## src/rtl/rr_arb4_if.sv

```systemverilog
// Request/grant bundle between the four clients and the rr_arb4 round-robin arbiter.
// master = requester side (drives req/en), slave = arbiter side (drives grant outputs).
interface rr_arb4_if;
  logic [3:0] req;
  logic       en;
  logic [3:0] gnt;
  logic [1:0] gnt_id;
  logic       busy;
  logic       timeout;

  modport master (
    output req,
    output en,
    input  gnt,
    input  gnt_id,
    input  busy,
    input  timeout
  );

  modport slave (
    input  req,
    input  en,
    output gnt,
    output gnt_id,
    output busy,
    output timeout
  );
endinterface

```

## src/rtl/rr_arb4.sv

```systemverilog
// Four-requester round-robin arbiter with held one-hot grant and rotating priority pointer.
// Define RR_ARB4_TIMEOUT_EN to add forced revocation after MAX_HOLD consecutive grant cycles.
module rr_arb4 #(
  parameter int unsigned MAX_HOLD = 8
) (
  input  logic       clk,
  input  logic       rst_n,
  rr_arb4_if.slave   bus
);

  typedef enum logic {
    ST_IDLE  = 1'b0,
    ST_GRANT = 1'b1
  } state_t;

  state_t     state_q, state_d;
  logic [1:0] ptr_q, ptr_d;
  logic [3:0] gnt_q, gnt_d;
  logic [1:0] gnt_id_q, gnt_id_d;
  logic       busy_q, busy_d;
  logic       timeout_q, timeout_d;
`ifdef RR_ARB4_TIMEOUT_EN
  logic [7:0] hold_cnt_q, hold_cnt_d;
`endif

  logic       win_found;
  logic [1:0] win_id;
  logic [1:0] scan_idx;

  // First requester at or after ptr, modulo 4; the pointer itself is the highest priority.
  always_comb begin
    win_found = 1'b0;
    win_id    = '0;
    scan_idx  = '0;
    for (int unsigned i = 0; i < 4; i++) begin
      scan_idx = ptr_q + 2'(i);
      if (!win_found && bus.req[scan_idx]) begin
        win_found = 1'b1;
        win_id    = scan_idx;
      end
    end
  end

  always_comb begin
    state_d   = state_q;
    ptr_d     = ptr_q;
    gnt_d     = gnt_q;
    gnt_id_d  = gnt_id_q;
    busy_d    = busy_q;
    timeout_d = 1'b0;
`ifdef RR_ARB4_TIMEOUT_EN
    hold_cnt_d = hold_cnt_q;
`endif
    case (state_q)
      ST_IDLE: begin
        if (bus.en && win_found) begin
          state_d  = ST_GRANT;
          gnt_d    = 4'(4'b0001 << win_id);
          gnt_id_d = win_id;
          busy_d   = 1'b1;
`ifdef RR_ARB4_TIMEOUT_EN
          hold_cnt_d = '0;
`endif
        end else begin
          gnt_d    = '0;
          gnt_id_d = '0;
          busy_d   = 1'b0;
        end
      end
      ST_GRANT: begin
        if (!bus.req[gnt_id_q]) begin
          state_d  = ST_IDLE;
          gnt_d    = '0;
          gnt_id_d = '0;
          busy_d   = 1'b0;
          ptr_d    = gnt_id_q + 2'd1;
`ifdef RR_ARB4_TIMEOUT_EN
        end else if (hold_cnt_q == 8'(MAX_HOLD - 1)) begin
          // Count holds (cycles already granted - 1); expiry is a revoke that looks like a release.
          state_d   = ST_IDLE;
          gnt_d     = '0;
          gnt_id_d  = '0;
          busy_d    = 1'b0;
          ptr_d     = gnt_id_q + 2'd1;
          timeout_d = 1'b1;
        end else begin
          hold_cnt_d = hold_cnt_q + 8'd1;
`endif
        end
      end
      default: begin
        state_d = ST_IDLE;
      end
    endcase
  end

  always_ff @(posedge clk) begin
    if (!rst_n) begin
      state_q   <= ST_IDLE;
      ptr_q     <= '0;
      gnt_q     <= '0;
      gnt_id_q  <= '0;
      busy_q    <= 1'b0;
      timeout_q <= 1'b0;
`ifdef RR_ARB4_TIMEOUT_EN
      hold_cnt_q <= '0;
`endif
    end else begin
      state_q   <= state_d;
      ptr_q     <= ptr_d;
      gnt_q     <= gnt_d;
      gnt_id_q  <= gnt_id_d;
      busy_q    <= busy_d;
      timeout_q <= timeout_d;
`ifdef RR_ARB4_TIMEOUT_EN
      hold_cnt_q <= hold_cnt_d;
`endif
    end
  end

  assign bus.gnt     = gnt_q;
  assign bus.gnt_id  = gnt_id_q;
  assign bus.busy    = busy_q;
  assign bus.timeout = timeout_q;

  max_hold_legal: assert property (@(posedge clk) (MAX_HOLD >= 2) && (MAX_HOLD <= 255));
  gnt_onehot0:    assert property (@(posedge clk) disable iff (!rst_n) $onehot0(gnt_q));

endmodule

```

## src/flat_wrapper.sv

```systemverilog
// flat-port wrapper written by rule: the top's interface ports become plain ports
module rr_arb4_flat 
#(
  parameter int unsigned MAX_HOLD = 8
)
  (clk, rst_n, bus_req, bus_en, bus_gnt, bus_gnt_id, bus_busy, bus_timeout);
  rr_arb4_if bus_i ();
  input  logic clk;
  input  logic rst_n;
  input wire logic [$bits(bus_i.req)-1:0] bus_req;
  input wire logic [$bits(bus_i.en)-1:0] bus_en;
  output wire logic [$bits(bus_i.gnt)-1:0] bus_gnt;
  output wire logic [$bits(bus_i.gnt_id)-1:0] bus_gnt_id;
  output wire logic [$bits(bus_i.busy)-1:0] bus_busy;
  output wire logic [$bits(bus_i.timeout)-1:0] bus_timeout;
  assign bus_i.req = bus_req;
  assign bus_i.en = bus_en;
  assign bus_gnt = bus_i.gnt;
  assign bus_gnt_id = bus_i.gnt_id;
  assign bus_busy = bus_i.busy;
  assign bus_timeout = bus_i.timeout;
  rr_arb4 #(.MAX_HOLD(MAX_HOLD)) u_core (.clk(clk), .rst_n(rst_n), .bus(bus_i));
endmodule
```

## config.mk

```make
export PLATFORM = sky130hd
export DESIGN_NAME = rr_arb4_flat
export DESIGN_NICKNAME = d
export VERILOG_FILES = /design/src/rtl/rr_arb4_if.sv /design/src/rtl/rr_arb4.sv /design/src/flat_wrapper.sv
export SDC_FILE = /design/constraint.sdc
export NUM_CORES = 1
export LEC_CHECK = 0
export ABC_AREA = 0
export BUFFER_PORTS_ARGS = -buffer_cell sky130_fd_sc_hd__buf_2
export CAP_MARGIN = 40
export CORE_UTILIZATION = 35
export CTS_BUF_LIST = sky130_fd_sc_hd__clkbuf_8
export DETAILED_ROUTE_END_ITERATION = 16
export SLEW_MARGIN = 10
export SYNTH_ARGS = -nofsm -noshare
export SYNTH_HDL_FRONTEND = slang
export SYNTH_SLANG_ARGS = --single-unit
```

## constraint.sdc

```tcl
create_clock -name clk -period 1.7 [get_ports clk]
set_input_delay 0.085 -clock clk [delete_from_list [all_inputs] [get_ports clk]]
set_output_delay 0.085 -clock clk [all_outputs]
set_load 0.005 [all_outputs]
```

==> run metrics <==
share of the yosys chip area belonging to registers=38.6%; post-synthesis simple-gate area fraction=20.3%; CTS Sinks=10; status=finished clean; post-route ant nets=0; post-synth net total=67; Starting Density=38.8%; drt via density=5.55; cell row count=13; dominant cells by area after synthesis=dfxtp_1 (39%), a21oi_1 (4.8%), mux4_2 (4.3%); DRC Markers=0; Final Hold Fails=0; overall routing resource usage=15.9%; PortBufs=13; Power Dens Cells=931 nW/um2; post-synth top area cell=dfxtp_1; Post-synth ARST share=0%; mux contribution to synthesized area=8.45%; global-route wire length before repair=1640 um; Synth Flop Type=dfxtp_1; Yosys top cell area share=38.6%; CTS Buf Count=3; max cap viols=0; clock power share=40.4%; Peak VDD IR=0.000483 V; multi-input logic area=287 um2; Post-Route M1 WL=521 um; Min-Delay Path Class=in2reg; final net count=83; antenna violations before repair=0; Die Span X=40.5 um; Resized Gates After CTS=0; number of H-tree branching levels=1; EDFF count, synth=0; Fin Setup TNS=0 ns; max-slew violation count=0; largest family of logic cells by synthesized area=compound AO/OA/AOI/OAI gates; drt wl/cell=12.4 um; vias post-DR=494; met3 WL post-DR=73 um; Core Box Area=1330 um2; Setup CP Type=reg2reg; NetSw=0.000144 W; flops & latches, synth=10; flip-flop and latch area=200 um2; number of global-route vias before repair=403; Max Buffers Root-to-Sink=2; Final HPWL DP=863 um; Seq pwr share=44.5%; Max FO, Critical Path=6; layout cells sized above 1=28.4%; CP required=1.82 ns; Switching Fraction=24.5%; top post-synthesis cells by count=dfxtp_1 (10), nor2_1 (6), a21oi_1 (5), inv_1 (5), nand2_1 (4); unrepaired setup endpoints after global routing=false; Max Freq=0.642 GHz; die height=40.5 um; clk root buf=clkbuf_8; routability cong.=0.808; Synth Area in Adders=0%; power share of the combinational group=15.1%; largest net degree at the start of global routing=9; Clk Latency, worst-skew pair=0.23 ns; Setup-failing EPs final=0; CTS tree=yes; crit share post-route=91.7%; DRT iter0 DRCs=7; Final Critical Period=1.56 ns; cell with the most instances after synthesis=dfxtp_1; Final Power=0.000587 W; Syn Inst Count=60; fin util=47.3%; critical path arrival=1.68 ns; XOR/XNOR Fraction of Synth Area=1.69%; max layer used=met4; P_int=0.000444 W; Avg Cell Area, Syn=8.63 um2; Hold Buf Count CTS=0; post-synthesis compound-gate area fraction=24.2%; diode count=0; CP Launch Type=register; Cell Area, Synth=518 um2; post-CTS setup repair buffer count=0; TritonRoute pass-1 iters=4; Leak=0.259 nW; met2 routed WL=472 um; number of synthesis warnings=0; gr ovfl total=0; Fin Clk Skew=0.000633 ns; Cell variety after synth=28; CP endpoint kind=register; Area Overhead vs Synth=21.7%; Ports=15; number of fillers in the final layout=133; DRT Wirelength=1100 um; Die Area=1640 um2; clock slew at reported path FFs=0.04 ns
-- power by group through the flow --
stage                     clock, W  sequential [W]  combinational (W)
after floorplan                  0        0.000262          0.0000607
after global placement           0        0.000265          0.0000886
after detailed placement         0        0.000266          0.0000885
after CTS                 0.000243        0.000262          0.0000889
after global routing      0.000255        0.000264          0.0000984
final                     0.000237        0.000262          0.0000886
-- registers in the layout, indices dropped and copies added, names as in the netlist --
| name | count |
|---|---|
| u_core.bus.gnt | 4 |
| u_core.bus.gnt_id | 2 |
| u_core.state_q | 1 |
| u_core.ptr_q | 2 |
| u_core.bus.busy | 1 |
-- cells by family (layout without fill, tap and decap cells) --
group,Yosys count,in the layout
AND/OR/NAND/NOR,20,20
buffers and inverters,7,21
AO/OA/AOI/OAI,18,18
multiplexers,3,3
flip-flops,10,10
other,1,1
XOR/XNOR,1,1
-- per-stage QoR --
stage | hold WS (ns) | setup WS, ns | instance area (um2) | instances
2_1_floorplan | 0.203 | 0.227 | 518 | 60
3_3_place_gp | 0.347 | 0.177 | 589 | 86
3_5_place_dp | 0.348 | 0.157 | 589 | 86
4_1_cts | 0.106 | 0.147 | 631 | 89
5_1_grt | 0.117 | 0.0317 | 631 | 89
6_report | 0.106 | 0.142 | 631 | 89
-- critical path, stage by stage, from the launching register on --
cell     delay (ns)
dfxtp_1        0.43
mux4_2         0.59
nand2_1        0.12
nor2_1         0.07
a22o_1         0.24
-- layer usage --
layer	vias up	global-route usage, %
met5	-	0
met4	0	10.0
met3	5	5.00
met2	23	23.4
met1	222	19.7
li1	244	-
-- area by class of cell --
| type | count | area share, % |
|---|---|---|
| multi-input cells | 43 | 45.4 |
| clock buffers | 3 | 6.55 |
| repair buffers | 13 | 10.3 |
| well taps | 15 | 2.98 |
| flip-flops and latches | 10 | 31.7 |
| inverters | 5 | 2.98 |
-- final timing paths --
check | slack [ns] | depth (start not counted) | to | from
setup / recovery | 0.14 | 4 | u_core.bus.gnt[3] | u_core.bus.gnt_id[0]
hold / removal | 0.11 | 2 | u_core.state_q | rst_n
setup reg to reg | 0.14 | 4 | u_core.bus.gnt[3] | u_core.bus.gnt_id[0]
hold reg to reg | 0.46 | 2 | u_core.bus.busy | u_core.bus.busy
-- placed cells by master, fill, tap and decap left out --
cell and instances:
nor2_1 6, inv_1 5, nand3_1 1, o32ai_1 2, nand2b_1 3, dfxtp_1 10
nand2_1 4, o21a_1 2, or3_1 2, buf_2 13, xnor2_1 1, a21o_2 1
o221ai_1 1, o21ai_0 2, o22ai_1 1, mux4_2 1, o22a_1 1, a211oi_1 1
and2_2 1, nor4_2 1, mux2i_1 1, a22o_1 2, conb_1 1, mux2_2 1
nor3_1 1, nor4_1 1, clkbuf_8 3, a21oi_1 5
No activity file was read; power rests on OpenSTA's default activity.
